## src/rtl/osd_timestamp_pkg.sv

```systemverilog
`default_nettype none
// ----------------------------------------------------------------------
// osd_timestamp_pkg : command and FSM encodings for the timestamp controller
// Rev 1.0
// ----------------------------------------------------------------------
package osd_timestamp_pkg;

  typedef enum logic [1:0] {
    TS_NOP   = 2'd0,
    TS_START = 2'd1,
    TS_STOP  = 2'd2,
    TS_CLEAR = 2'd3
  } ts_cmd_e;

  typedef enum logic [1:0] {
    ST_STOPPED  = 2'd0,
    ST_RUNNING  = 2'd1,
    ST_CLEARING = 2'd2
  } ts_state_e;

  // ID width for n requesters, never narrower than one bit.
  function automatic int id_width(input int n);
    return (n > 1) ? $clog2(n) : 1;
  endfunction

endpackage
`default_nettype wire

```

## src/rtl/osd_timestamp.sv

```systemverilog
`default_nettype none
// ----------------------------------------------------------------------
// osd_timestamp : free-running timestamp counter with enable and wrap pulse
// Rev 1.0
// ----------------------------------------------------------------------
module osd_timestamp #(
  parameter int WIDTH = 16
) (
  input  logic             clk,
  input  logic             rst,
  input  logic             enable,
  output logic [WIDTH-1:0] count,
  output logic             wrap
);

  always_ff @(posedge clk) begin
    if (rst) begin
      count <= '0;
      wrap  <= 1'b0;
    end else begin
      wrap <= enable && (count == {WIDTH{1'b1}});
      if (enable) begin
        count <= count + WIDTH'(1);
      end
    end
  end

endmodule
`default_nettype wire

```

## src/rtl/osd_timestamp_ctrl.sv

```systemverilog
`default_nettype none
// ----------------------------------------------------------------------
// osd_timestamp_ctrl : timestamp sequencing, prescaler and round-robin snapshots
// Rev 1.0
// ----------------------------------------------------------------------
module osd_timestamp_ctrl
  import osd_timestamp_pkg::*;
#(
  parameter  int WIDTH      = 16,
  parameter  int NREQ       = 4,
  parameter  int PRESCALE_W = 8,
  localparam int IDW        = id_width(NREQ)
) (
  input  logic                  clk,
  input  logic                  rst,
  input  logic                  cmd_valid,
  output logic                  cmd_ready,
  input  logic [1:0]            cmd_op,
  input  logic [PRESCALE_W-1:0] cmd_prescale,
  output logic                  running,
  output logic [WIDTH-1:0]      timestamp,
  output logic                  wrap,
  input  logic [NREQ-1:0]       snap_req,
  output logic [NREQ-1:0]       snap_grant,
  output logic                  snap_valid,
  input  logic                  snap_ready,
  output logic [IDW-1:0]        snap_id,
  output logic [WIDTH-1:0]      snap_ts
);

  ts_state_e             state;
  ts_state_e             state_nxt;
  ts_cmd_e               op;
  logic                  cmd_fire;
  logic                  saved_run;
  logic [PRESCALE_W-1:0] prescale_reg;
  logic [PRESCALE_W-1:0] prescale_cnt;
  logic                  tick;
  logic                  ctr_rst;

  logic [IDW-1:0]        rr_ptr;
  logic [IDW-1:0]        gnt_idx;
  logic                  gnt_found;
  logic                  slot_free;

  assign op      = ts_cmd_e'(cmd_op);
  assign tick    = (state == ST_RUNNING) && (prescale_cnt == prescale_reg);
  assign running = (state == ST_RUNNING) || ((state == ST_CLEARING) && saved_run);
  assign ctr_rst = rst || (state == ST_CLEARING);

  always_ff @(posedge clk) begin
    if (rst) begin
      state <= ST_STOPPED;
    end else begin
      state <= state_nxt;
    end
  end

  always_comb begin
    state_nxt = state;
    cmd_ready = (state != ST_CLEARING);
    cmd_fire  = cmd_valid && cmd_ready;
    case (state)
      ST_STOPPED, ST_RUNNING: begin
        if (cmd_fire) begin
          case (op)
            TS_START: state_nxt = ST_RUNNING;
            TS_STOP:  state_nxt = ST_STOPPED;
            TS_CLEAR: state_nxt = ST_CLEARING;
            default:  state_nxt = state;
          endcase
        end
      end
      ST_CLEARING: state_nxt = saved_run ? ST_RUNNING : ST_STOPPED;
      default:     state_nxt = ST_STOPPED;
    endcase
  end

  // A START always restarts the prescale period, even when already running.
  always_ff @(posedge clk) begin
    if (rst) begin
      prescale_reg <= '0;
      prescale_cnt <= '0;
      saved_run    <= 1'b0;
    end else begin
      if (cmd_fire && (op == TS_START)) begin
        prescale_reg <= cmd_prescale;
        prescale_cnt <= '0;
      end else if (state == ST_CLEARING) begin
        prescale_cnt <= '0;
      end else if (state == ST_RUNNING) begin
        prescale_cnt <= tick ? '0 : prescale_cnt + PRESCALE_W'(1);
      end
      if (cmd_fire && (op == TS_CLEAR)) begin
        saved_run <= (state == ST_RUNNING);
      end
    end
  end

  osd_timestamp #(
    .WIDTH (WIDTH)
  ) u_counter (
    .clk    (clk),
    .rst    (ctr_rst),
    .enable (tick),
    .count  (timestamp),
    .wrap   (wrap)
  );

  assign slot_free = !snap_valid || snap_ready;

  // Search order starts one past the last winner; k is the outer loop so the
  // first hit in rotated order wins.
  always_comb begin
    snap_grant = '0;
    gnt_idx    = '0;
    gnt_found  = 1'b0;
    if (slot_free) begin
      for (int k = 0; k < NREQ; k++) begin
        for (int j = 0; j < NREQ; j++) begin
          if (!gnt_found && snap_req[j] && (((int'(rr_ptr) + 1 + k) % NREQ) == j)) begin
            gnt_found     = 1'b1;
            snap_grant[j] = 1'b1;
            gnt_idx       = IDW'(j);
          end
        end
      end
    end
  end

  always_ff @(posedge clk) begin
    if (rst) begin
      snap_valid <= 1'b0;
      snap_id    <= '0;
      snap_ts    <= '0;
      rr_ptr     <= IDW'(NREQ - 1);
    end else if (gnt_found) begin
      snap_valid <= 1'b1;
      snap_id    <= gnt_idx;
      snap_ts    <= timestamp;
      rr_ptr     <= gnt_idx;
    end else if (snap_ready) begin
      snap_valid <= 1'b0;
    end
  end

endmodule
`default_nettype wire

```

## config.mk

```make
export PLATFORM = sky130hd
export DESIGN_NAME = osd_timestamp_ctrl
export DESIGN_NICKNAME = d
export VERILOG_FILES = /design/src/rtl/osd_timestamp_pkg.sv /design/src/rtl/osd_timestamp.sv /design/src/rtl/osd_timestamp_ctrl.sv
export SDC_FILE = /design/constraint.sdc
export NUM_CORES = 1
export LEC_CHECK = 0
export ABC_CLOCK_PERIOD_IN_PS = 2900
export BUFFER_PORTS_ARGS = -buffer_cell sky130_fd_sc_hd__buf_2
export CAP_MARGIN = 20
export CORE_MARGIN = 2
export CORE_UTILIZATION = 50
export CTS_CLUSTER_DIAMETER = 60
export DETAILED_ROUTE_END_ITERATION = 10
export GPL_TIMING_DRIVEN = 0
export HOLD_SLACK_MARGIN = 0.03
export PLACE_DENSITY = 0.75
export SLEW_MARGIN = 20
export SYNTH_ARGS = -nofsm -noshare
export SYNTH_HDL_FRONTEND = slang
export SYNTH_SLANG_ARGS = --single-unit
```

## constraint.sdc

```tcl
create_clock -name clk -period 2.9 [get_ports clk]
set_input_delay 0.29 -clock clk [delete_from_list [all_inputs] [get_ports clk]]
set_output_delay 0.29 -clock clk [all_outputs]
set_load 0.05 [all_outputs]
```

## Word-level counts from Yosys, hierarchy flattened

Cells that the tools add are included.

- Register bits: 57
- Word-level logic and storage cells: 182
- Output and inout bits: 42

- $add $sub $neg: 6
- Muxes and demuxes: 71
- Bitwise operators: 4
- Reduce and logical (&&, ||, !) cells: 69
- Eq/ne operators: 22

Operators by type and width:

| cell | number |
|---|---|
| 32-bit logical NOT | 4 |
| 1-bit 2-to-1 mux | 51 |
| 1-bit logical AND | 37 |
| 2-bit 2-to-1 mux | 16 |
| 3-bit equality test, second input constant | 8 |
| 16-bit by 1-bit adder with 16-bit output, second input constant | 1 |
| 16-bit equality test, second input constant | 1 |
| 1-bit logical NOT | 16 |
| 3-bit by 2-bit equality test with 1-bit output, second input constant | 4 |
| 2-bit OR reduction | 5 |
| 8-bit by 1-bit adder with 8-bit output, second input constant | 1 |
| 8-bit equality test | 1 |
| 8-bit 2-to-1 mux | 1 |
| 2-bit equality test, second input constant | 3 |
| 2-bit one-hot mux with 3 select lines | 1 |
| 2-bit by 1-bit adder with 2-bit output, second input constant | 2 |
| 2-bit adder, second input constant | 2 |
| 1-bit AND, first input constant | 4 |
| 2-bit by 1-bit equality test with 1-bit output, second input constant | 2 |
| 4-bit 2-to-1 mux | 1 |
| 2-bit != test, second input constant | 2 |
| 4-bit by 3-bit != test with 1-bit output, second input constant | 1 |
| 2-bit one-hot mux with 2 select lines | 1 |
| 1-bit logical OR | 3 |
| 4 further kinds | 4 |

## Longest topological paths before layout

Gate-level depths: netlist of run 1.

- Word-level depth: 83
- Mapped depth: 6
- Mapped depth without buffers: 5

## By module

Synthesis of run 1 repeated with hierarchy kept, for this count alone.

- Cells, all modules: 294
- Area total of the unflattened synthesis: 2553.7 µm²

Modules (own cells, without submodules):

| module | area each (µm²) | times used | cells an instance |
|---|---|---|---|
| osd_timestamp_ctrl | 1801.7 | 1 | 212 |
| osd_timestamp | 752.0 | 1 | 82 |

## Worst setup path before layout of run 1

OpenSTA, ideal clock, no wires.

- Path type: register to output
- From: register snap_valid
- To: output port snap_grant[1]
- Path buffers: 0
- Arrival: 1806 ps
- Cell stages (with the launch flop): 3
- Path slack: 804 ps
- Cell sequence: dfxtp_1 > nor2b_1 > nor3_1

- Word-level cells in the longest chain between the ends: 3

RTL lines:

| what | line | source |
|---|---|---|
| start, declared | osd_timestamp_ctrl.sv:25 | `output logic snap_valid,` |
| start signal, assigned | osd_timestamp_ctrl.sv:133 | `snap_valid <= 1'b0;` |
| start signal, assigned | osd_timestamp_ctrl.sv:138 | `snap_valid <= 1'b1;` |
| start signal, assigned | osd_timestamp_ctrl.sv:143 | `snap_valid <= 1'b0;` |
| 1-bit logical NOT | osd_timestamp_ctrl.sv:110 | `assign slot_free = !snap_valid \|\| snap_ready;` |
| 1-bit logical OR | osd_timestamp_ctrl.sv:110 |  |
| 4-bit 2-to-1 mux | osd_timestamp_ctrl.sv:118 | `if (slot_free) begin` |
| end, declared | osd_timestamp_ctrl.sv:24 | `output logic [NREQ-1:0] snap_grant,` |

Every way passes these cells.

## Worst setup path in the final report of run 1

- From: register rr_ptr[1]
- To: output port snap_grant[3]

- Word-level cells in the longest chain between the ends: 82
- Elaborated cells between the ends (all ways): 109

RTL lines:

| what | line | source |
|---|---|---|
| start, declared | osd_timestamp_ctrl.sv:41 | `logic [IDW-1:0] rr_ptr;` |
| start signal, assigned | osd_timestamp_ctrl.sv:136 | `rr_ptr <= IDW'(NREQ - 1);` |
| start signal, assigned | osd_timestamp_ctrl.sv:141 | `rr_ptr <= gnt_idx;` |
| 2-bit by 1-bit adder with 2-bit output * | osd_timestamp_ctrl.sv:121 | `if (!gnt_found && snap_req[j] && (((int'(rr_ptr) + 1 + k) % NREQ) == j)) begin` |
| 2-bit OR reduction (no line) | -- |  |
| 1-bit AND (no line) | -- |  |
| 32-bit logical NOT | osd_timestamp_ctrl.sv:121 |  |
| 1-bit logical AND | osd_timestamp_ctrl.sv:121 |  |
| 1-bit 2-to-1 mux | osd_timestamp_ctrl.sv:121 |  |
| 1-bit 2-to-1 mux | osd_timestamp_ctrl.sv:118 |  |
| 1-bit logical NOT | osd_timestamp_ctrl.sv:121 |  |
| (+64 left out) | -- |  |
| 1-bit logical NOT | osd_timestamp_ctrl.sv:121 |  |
| 1-bit logical AND (2 in a row) | osd_timestamp_ctrl.sv:121 |  |
| 1-bit 2-to-1 mux | osd_timestamp_ctrl.sv:121 |  |
| 1-bit 2-to-1 mux | osd_timestamp_ctrl.sv:118 |  |
| 1-bit logical NOT | osd_timestamp_ctrl.sv:121 |  |
| 1-bit logical AND (2 in a row) | osd_timestamp_ctrl.sv:121 |  |
| 1-bit 2-to-1 mux * | osd_timestamp_ctrl.sv:121 |  |
| 4-bit 2-to-1 mux * | osd_timestamp_ctrl.sv:118 |  |

Every way passes the cells marked *; elsewhere a longest branch is shown, timed or not. The select of a mux whose other input is x is not followed.

==> metrics.csv, run 1 <==
metric;value;unit
antenna_cells;0;
fin_skew;0.00492;ns
setup_viol;0;
synth_fp_nets;322;
vias;2334;
ir_drop;0.280;mV
final_cell_mix;60 x buf_2, 57 x dfxtp_1, 52 x nand2_1;
drt-initial-drc-count;147;
worstMarginPinSlew;0.863;ns
yosysUniqueCellTypes;43;
cpMostUsedCell;nor2_1;
totalWireLength;5.79;mm
cts_made_buffers;9;
place_hpwl;4.10;mm
arrival;2.04;ns
dr.pass1.iters;4;
path_class;register to output pin;
holdPathEnd;prescale_reg[4]$_SDFFE_PP0P_;
postRouteAntennaNets;0;
pin_count;60;
cts.sinks;57;
cpMaxStageDelayCell;o311ai_0;
max_stage_delay;0.76;ns
reg2reg_from;u_counter.count[4]$_SDFFE_PP0P_;
cp_max_fo;7;
reg2reg_depth;5;
hp-class;input pin to register;
area_growth;23.5;%
synthFlopType;dfxtp_1;
reg.largest.list;snap_ts: 16 flops, u_counter.count: 16 flops;
drc;0;
rsz0062_at_grt;false;
antenna_found_initial;0;
die_h;74.4;um
synth-seq-cells;57;
max_freq;0.429;GHz
drv_slew;0;
core-area;4750;sq um
grtUsageTotal;22.0;%
period_share;80.3;%
clockBufferDepth;2;
holdPathStages;3;
post_cts_buffers;0;
clock-root-buffer;clkbuf_8;
hold_viol;0;
h-tree-depth;3;
power_density;571;nW/um^2
critical_path.top_delay_family;compound AO/OA/AOI/OAI gates;
post_cts_resized;0;
grt_pass1_vias;2055;
min-delay-start;cmd_prescale[4];
ys_seq_area_share;46.0;%
tns;0;ns
gr-total-overflow;0;
synthCells;302;
postCtsHoldBufs;0;
path_buf_inv;2;
layout_min_cycle_time;2.33;ns
worst-endpoint-required;2.61;ns
post_drt_wl_per_cell;13.1;um
clk_latency;0.34;ns
nFillCells;447;
setup.worst_path.start;rr_ptr[1]$_SDFFE_PP1P_;
fin_nets;391;
start_util;52.2;%
drive_gt1_share;21.0;%
cap_violations;0;
io_buffers;58;
cp-start-kind;register;
syn_area_per_cell;8.21;sq um
critPathCaptureType;output pin;
reg2reg_slack;0.87;ns
grt_pass1_wl;9.14;mm
fp-row-count;25;
grt_start_max_net_pins;11;
ys_async_sr_fraction;0;%
die_area;5540;sq um
vias_per_cell;5.27;
holdWs;0.182;ns
layout_commonest_cell;buf_2;
yosysWarnings;0;
cts_tree;done;
gp_congestion;0.867;
crit_chain;inv_1 -> nor2_1 -> o311ai_0 -> nor2_1 -> buf_2;
synth-edff-count;0;
outcome;finished clean;
relSlewSlack;41.8;%
clkSlewWorstSetupHoldPaths;0.06;ns
p_leak;1.29;nW
reg2reg_to;u_counter.count[14]$_SDFFE_PP0P_;
synth_area;2480;sq um
die_w;74.4;um
-- through the flow --
step / util [%] / cells / setup slack, ns / power, mW / instance area [sq um]
after floorplan: - / 302 / 0.804 / 0.945 / 2480
after global placement: 60.0 / 427 / 0.929 / 0.988 / 2850
after detailed placement: 60.0 / 427 / 0.921 / 0.992 / 2850
after CTS: 64.4 / 443 / 0.640 / 1.76 / 3060
after global routing: 64.4 / 443 / 0.435 / 1.80 / 3060
final: 64.4 / 443 / 0.571 / 1.75 / 3060
-- cell families after synthesis --
logic type,count (synthesis),synth area share (%)
xor+xnor,17,6.00
flops,57,46.0
buf+inv,19,2.98
compound gates,62,14.0
mux,9,3.63
fa+ha+maj,2,1.01
simple gates,136,26.4
-- worst max path at each step --
| stage | end | slack, ns | cells after the start |
|---|---|---|---|
| floorplan | snap_grant[1] | 0.80 | 2 |
| global placement | u_counter.count[14]$_SDFFE_PP0P_ | 0.93 | 5 |
| detailed placement | u_counter.count[14]$_SDFFE_PP0P_ | 0.92 | 5 |
| CTS | snap_grant[3] | 0.64 | 5 |
| global route | snap_grant[3] | 0.44 | 5 |
| finish | snap_grant[3] | 0.57 | 5 |
-- Yosys cell counts (2+ instances only) --
cell	n	area [sq um]
buf_2	2	10.0
or3_1	9	56.3
o21ai_0	14	70.1
nand3_1	8	40.0
nor2_1	34	128
nand2_1	52	195
mux2i_1	9	90.1
inv_1	8	30.0
clkbuf_1	9	33.8
or2_2	2	12.5
xor2_1	16	140
nor3_1	5	25.0
nand4_1	7	43.8
a21oi_1	36	180
dfxtp_1	57	1140
or4_1	3	22.5
nand2b_1	3	18.8
ha_1	2	25.0
nor2b_1	2	12.5
-- cell type report --
cell class,instances,area [sq um],share of cell area (%)
multi-input cells,226,1260,41.3
clock inverters,2,35.0,1.14
flip-flops and latches,57,1140,37.3
repair buffers,58,290,9.48
clock buffers,14,173,5.64
inverters,8,30.0,0.981
plain buffers,11,43.8,1.43
well taps,67,83.8,2.74
-- per-layer routing --
| layer | track usage, % | share of wire, % | routed length [um] | vias to the layer above |
|---|---|---|---|---|
| li1 | - | - | - | 1181 |
| met1 | 28.4 | 46 | 2650 | 1071 |
| met2 | 33.8 | 46 | 2680 | 71 |
| met3 | 4.88 | 5.7 | 331 | 11 |
| met4 | 13.1 | 2.2 | 126 | 0 |
| met5 | 0 | 0 | 0 | - |
-- power by group --
group | total (mW) | leakage, nW | switching [mW] | internal, mW
Combinational | 0.165 | 0.727 | 0.116 | 0.0493
Clock | 0.773 | 0.107 | 0.306 | 0.466
Sequential | 0.810 | 0.461 | 0.0132 | 0.797
Total | 1.75 | 1.29 | 0.435 | 1.31
-- worst register-to-register path, stage by stage, from the launching register on --
cell     delay [ns]
dfxtp_1        0.45
nand4_1        0.20
nor4_1         0.58
nand3_1        0.18
or4_1          0.42
a21oi_1        0.14
No activity file was read; power rests on OpenSTA's default activity.
==> inputs of run 2 (changes only) <==
- ABC_CLOCK_PERIOD_IN_PS: 2900 -> 2400
- clock period: 2.9 -> 2.4 ns (I/O delays scaled with it)
==> run 2 against run 1 <==
Compared with the run above: clock-buffer cell count did not move; cell area unchanged; flip-flop and latch count is the same; worst hold slack got worse by 0.047 ns; setup slack worse by 0.20 ns; sequential power up 21%; non-clock buffer count is the same; via count decreased by 0.69%; clock skew hardly changed; total power rose by 21%; largest power group unchanged.
==> metrics.csv, run 2 (synthesis gave the netlist of run 1 again) <==
metric;value;unit;change
outcome;finished clean;;unchanged
place_hpwl;4.10;mm;unchanged
arrival;2.30;ns;was 2.04 ns
post_cts_resized;0;;unchanged
die_h;74.4;um;unchanged
cp-start-kind;register;;unchanged
fp-row-count;25;;unchanged
switchingPower;525;uW;was 435 uW
layout_commonest_cell;buf_2;;unchanged
intPower;1.59;mW;was 1.31 mW
clock-root-buffer;clkbuf_8;;unchanged
worstMarginPinSlew;0.711;ns;was 0.863 ns
layout_setup_ws;0.370;ns;was 0.571 ns
layout_min_cycle_time;2.03;ns;
top_usage_layer;met2;;unchanged
vias_per_cell;5.23;;was 5.27
power_density;690;nW/um^2;was 571 nW/um^2
use_met2;33.8;%;unchanged
netSwitchingFraction;24.9;%;about the same
h-tree-depth;3;;unchanged
hp-class;input pin to register;;unchanged
clockBufferDepth;2;;unchanged
drc;0;;unchanged
post_cts_buffers;0;;unchanged
drive_gt1_share;21.0;%;unchanged
vias;2318;;was 2334
drt-initial-drc-count;144;;was 147
hold_viol;0;;unchanged
period_share;84.6;%;
combinationalPowerShare;9.5;%;about the same
place_area;2850;sq um;unchanged
cts.sinks;57;;unchanged
cts_tree;done;;unchanged
stdcell_count;443;;unchanged
die_area;5540;sq um;unchanged
reg2reg_from;u_counter.count[4]$_SDFFE_PP0P_;;unchanged
reg.largest.list;snap_ts: 16 flops, u_counter.count: 16 flops;;unchanged
start_util;52.2;%;unchanged
fin_nets;391;;unchanged
relSlewSlack;52.2;%;was 41.8%
path_class;register to register;;was register to output pin
holdPathEnd;prescale_reg[4]$_SDFFE_PP0P_;;unchanged
place_inst;427;;unchanged
antenna_found_initial;0;;unchanged
grtUsageTotal;22.0;%;unchanged
postCtsHoldBufs;0;;unchanged
io_buffers;58;;unchanged
clk_latency;0.34;ns;about the same
max_freq;0.493;GHz;
fin_util;64.4;%;unchanged
core-area;4750;sq um;unchanged
worst-endpoint-required;2.67;ns;was 2.61 ns
area_growth;23.5;%;unchanged
grt_pass1_wl;9.14;mm;unchanged
post-route-cell-area;3060;sq um;unchanged
p_seq_share;46.4;%;was 46.3%
reg2reg_slack;0.37;ns;was 0.87 ns
drv_slew;0;;unchanged
tns;0;ns;unchanged
ir_drop;0.338;mV;was 0.280 mV
holdPathStages;3;;unchanged
totalWireLength;5.76;mm;was 5.79 mm
setup_viol;0;;unchanged
dr.pass1.iters;5;;was 4
fin_skew;0.00539;ns;was 0.00492 ns
place_ws;0.421;ns;was 0.921 ns
min-delay-start;cmd_prescale[4];;unchanged
gp_congestion;0.867;;unchanged
cap_violations;0;;unchanged
final_cell_mix;60 x buf_2, 57 x dfxtp_1, 52 x nand2_1;;unchanged
clkSlewWorstSetupHoldPaths;0.06;ns;about the same
post_drt_wl_per_cell;13.0;um;was 13.1 um
reg2reg_to;u_counter.count[14]$_SDFFE_PP0P_;;unchanged
cp_max_fo;7;;unchanged
die_w;74.4;um;unchanged
p_leak;1.30;nW;was 1.29 nW
cts_made_buffers;9;;unchanged
pwr-share-clk;44.2;%;about the same
rsz0062_at_grt;false;;unchanged
reg2reg_depth;5;;unchanged
gr-total-overflow;0;;unchanged
antenna_cells;0;;unchanged
critPathCaptureType;register;;was output pin
gr-usage-met3;4.88;%;unchanged
postRouteAntennaNets;0;;unchanged
pin_count;60;;unchanged
grt_start_max_net_pins;11;;unchanged
grt_pass1_vias;2055;;unchanged
grtUsageMet1;28.4;%;unchanged
-- run 2: cell type report --
class | instances | area [sq um]
Timing Repair Buffer | 58 | 290
Sequential cell | 57 | 1140
Clock inverter | 2 | 35.0
Clock buffer | 14 | 173
Fill cell | 447 | 1690
Buffer | 11 | 43.8
Inverter | 8 | 30.0
Multi-Input combinational cell | 226 | 1260
Tap cell | 67 | 83.8
-- run 2: metal layers --
layer / vias up / wire, um
met5: - / 0
met4: 0 / 99
met3: 12 / 347
met2: 77 / 2660
met1: 1048 / 2660
li1: 1181 / -
-- run 2: worst max-delay path by stage --
stage | cells past startpoint | end | start
final | 5 | u_counter.count[14]$_SDFFE_PP0P_ | u_counter.count[4]$_SDFFE_PP0P_
after detailed placement | 5 | u_counter.count[14]$_SDFFE_PP0P_ | u_counter.count[4]$_SDFFE_PP0P_
after global placement | 5 | u_counter.count[14]$_SDFFE_PP0P_ | u_counter.count[4]$_SDFFE_PP0P_
after CTS | 5 | snap_grant[3] | rr_ptr[1]$_SDFFE_PP1P_
after floorplan | 5 | u_counter.count[14]$_SDFFE_PP0P_ | u_counter.count[4]$_SDFFE_PP0P_
after global routing | 5 | u_counter.count[14]$_SDFFE_PP0P_ | u_counter.count[4]$_SDFFE_PP0P_
-- run 2: worst max-delay path: stages, from the launching register on --
cell and delay [ns]:
dfxtp_1 0.45, nand4_1 0.20, nor4_1 0.58, nand3_1 0.18, or4_1 0.42, a21oi_1 0.14
-- run 2: per-stage QoR --
step	power, mW	hold WS, ns
final	2.11	0.135
after global routing	2.18	0.143
after CTS	2.12	0.129
after detailed placement	1.20	0.443
after global placement	1.19	0.444
after floorplan	1.14	0.387
-- run 2: power by group through the flow --
stage | clock network [mW] | logic [mW] | registers, mW
finish | 0.933 | 0.200 | 0.979
floorplan | 0 | 0.125 | 1.02
CTS | 0.942 | 0.200 | 0.979
global placement | 0 | 0.195 | 0.999
detailed placement | 0 | 0.200 | 0.999
global route | 0.981 | 0.219 | 0.981
==> inputs of run 3 (changes only) <==
- ABC_CLOCK_PERIOD_IN_PS: 2400 -> 1900
- clock period: 2.4 -> 1.9 ns (I/O delays scaled with it)
==> run 3 against run 2 <==
Compared with the run above: non-clock buffer count up 11; combinational power up 48%; total power up 26%; critical path type unchanged.
==> metrics.csv, run 3 (synthesis gave the netlist of run 1 again) <==
metric;value;unit;change
vias_per_cell;5.33;;was 5.23
clock-root-buffer;clkbuf_8;;unchanged
layout_min_cycle_time;1.88;ns;was 2.03 ns
hold_viol;0;;unchanged
grtUsageTotal;23.0;%;was 22.0%
core-area;4750;sq um;unchanged
tns;0;ns;unchanged
area_growth;32.4;%;was 23.5%
cts_tree;done;;unchanged
clockBufferDepth;2;;unchanged
nFillCells;394;;was 447
critPathCaptureType;register;;unchanged
arrival;2.09;ns;was 2.30 ns
dr.pass1.iters;4;;was 5
layout_setup_ws;0.0218;ns;was 0.370 ns
worstMarginPinSlew;0.484;ns;was 0.711 ns
layout_commonest_cell;buf_2;;unchanged
path_class;register to register;;unchanged
pin_count;60;;unchanged
period_share;98.9;%;was 84.6%
outcome;finished clean;;unchanged
vias;2418;;was 2318
ir_drop;0.515;mV;was 0.338 mV
grt_pass1_wl;9.57;mm;was 9.14 mm
holdPathStages;3;;unchanged
fp-row-count;25;;unchanged
power_density;810;nW/um^2;was 690 nW/um^2
reg2reg_from;prescale_cnt[1]$_SDFFE_PP0P_;;was u_counter.count[4]$_SDFFE_PP0P_
grt_start_max_net_pins;11;;unchanged
grt_pass1_vias;2072;;was 2055
io_buffers;58;;unchanged
reg2reg_depth;7;;was 5
antenna_cells;0;;unchanged
clkSlewWorstSetupHoldPaths;0.07;ns;was 0.06 ns
die_area;5540;sq um;unchanged
start_util;52.2;%;unchanged
clk_latency;0.34;ns;about the same
max_freq;0.532;GHz;was 0.493 GHz
post_drt_wl_per_cell;14.1;um;was 13.0 um
gr-total-overflow;0;;unchanged
relSlewSlack;67.8;%;was 52.2%
p_leak;1.38;nW;was 1.30 nW
cap_violations;0;;unchanged
stdcell_count;454;;was 443
place_hpwl;4.21;mm;was 4.10 mm
place_ws;-0.0786;ns;was 0.421 ns
worst-endpoint-required;2.12;ns;was 2.67 ns
fin_util;69.1;%;was 64.4%
fin_skew;0.00859;ns;was 0.00539 ns
cts.sinks;57;;unchanged
drv_slew;0;;unchanged
drive_gt1_share;31.8;%;was 21.0%
postRouteAntennaNets;0;;unchanged
cp_max_fo;5;;was 7
totalWireLength;6.42;mm;was 5.76 mm
rsz0062_at_grt;true;;was false
fin_nets;402;;was 391
cp-start-kind;register;;unchanged
antenna_found_initial;0;;unchanged
reg2reg_slack;0.02;ns;was 0.37 ns
cts_made_buffers;9;;unchanged
holdWs;0.0885;ns;was 0.135 ns
place_inst;427;;unchanged
h-tree-depth;3;;unchanged
drt-initial-drc-count;103;;was 144
die_h;74.4;um;unchanged
die_w;74.4;um;unchanged
reg.largest.list;snap_ts: 16 flops, u_counter.count: 16 flops;;unchanged
reg2reg_to;u_counter.count[5]$_SDFFE_PP0P_;;was u_counter.count[14]$_SDFFE_PP0P_
critPathCapture;u_counter.count[5]$_SDFFE_PP0P_;;was u_counter.count[14]$_SDFFE_PP0P_
setup_viol;0;;unchanged
setup.worst_path.start;prescale_cnt[1]$_SDFFE_PP0P_;;was u_counter.count[4]$_SDFFE_PP0P_
final_cell_mix;58 x buf_2, 52 x nand2_1, 45 x dfxtp_1;;was 60 x buf_2, 57 x dfxtp_1, 52 x nand2_1
gp_congestion;0.885;;was 0.867
hp-class;input pin to register;;unchanged
drc;0;;unchanged
postCtsHoldBufs;0;;unchanged
[run 3: cell count changes in the layout (fill, tap and decap cells not counted), sizes merged]
cell      before  now
buf           60   69
clkbuf        23   21
clkinv         1    4
clkinvlp       0    1
[run 3: how the worst min path moves through the flow]
| stage | from | slack [ns] | to |
|---|---|---|---|
| 2_1_floorplan | cmd_prescale[0] | 0.34 | prescale_reg[0]$_SDFFE_PP0P_ |
| 3_3_place_gp | cmd_prescale[6] | 0.42 | prescale_reg[6]$_SDFFE_PP0P_ |
| 3_5_place_dp | cmd_prescale[7] | 0.44 | prescale_reg[7]$_SDFFE_PP0P_ |
| 4_1_cts | cmd_prescale[7] | 0.09 | prescale_reg[7]$_SDFFE_PP0P_ |
| 5_1_grt | cmd_prescale[3] | 0.1 | prescale_reg[3]$_SDFFE_PP0P_ |
| 6_report | cmd_prescale[4] | 0.09 | prescale_reg[4]$_SDFFE_PP0P_ |
[run 3: critical path, cell delays in order (launching register included)]
cell	delay (ns)
dfxtp_4	0.37
xor2_4	0.19
nor4_4	0.36
nand4_1	0.21
buf_4	0.19
buf_2	0.14
o21ai_1	0.21
a21oi_2	0.09
[run 3: final cells by class]
type,instances,area (sq um),share of cell area (%)
multi-input cells,226,1390,42.2
clock inverters,6,57.6,1.75
well taps,67,83.8,2.55
clock buffers,10,138,4.19
inverters,8,30.0,0.915
repair buffers,69,377,11.5
plain buffers,11,53.8,1.64
flip-flops and latches,57,1160,35.3
[run 3: report_power, final]
group	switching (mW)	internal, mW	leakage, nW	total, mW
registers	0.0206	1.21	0.468	1.24
logic	0.197	0.0977	0.809	0.295
clock network	0.497	0.631	0.102	1.13
total	0.715	1.94	1.38	2.66
[run 3: metal layers]
layer | global-route usage, % | up-vias | routed length [um]
met1 | 30.0 | 1124 | 2820
met3 | 4.88 | 12 | 352
met5 | 0 | - | 0
met4 | 11.9 | 0 | 112
met2 | 35.9 | 83 | 3140
li1 | - | 1199 | -
[run 3: timing repair]
item / 4_1_cts / 5_1_grt
setup buffers: 3 / 7
gates resized for setup: 7 / 34
hold endpoints to repair: 0 / 0
pin swaps: 1 / 19
setup endpoints to repair: 11 / 13
gates cloned: 0 / 1
[run 3: per-stage QoR]
step                      area (sq um)  power, mW
after global placement            2870       1.51
after global routing              3280       2.76
final                             3280       2.66
after floorplan                   2500       1.44
after detailed placement          2870       1.52
after CTS                         3110       2.63
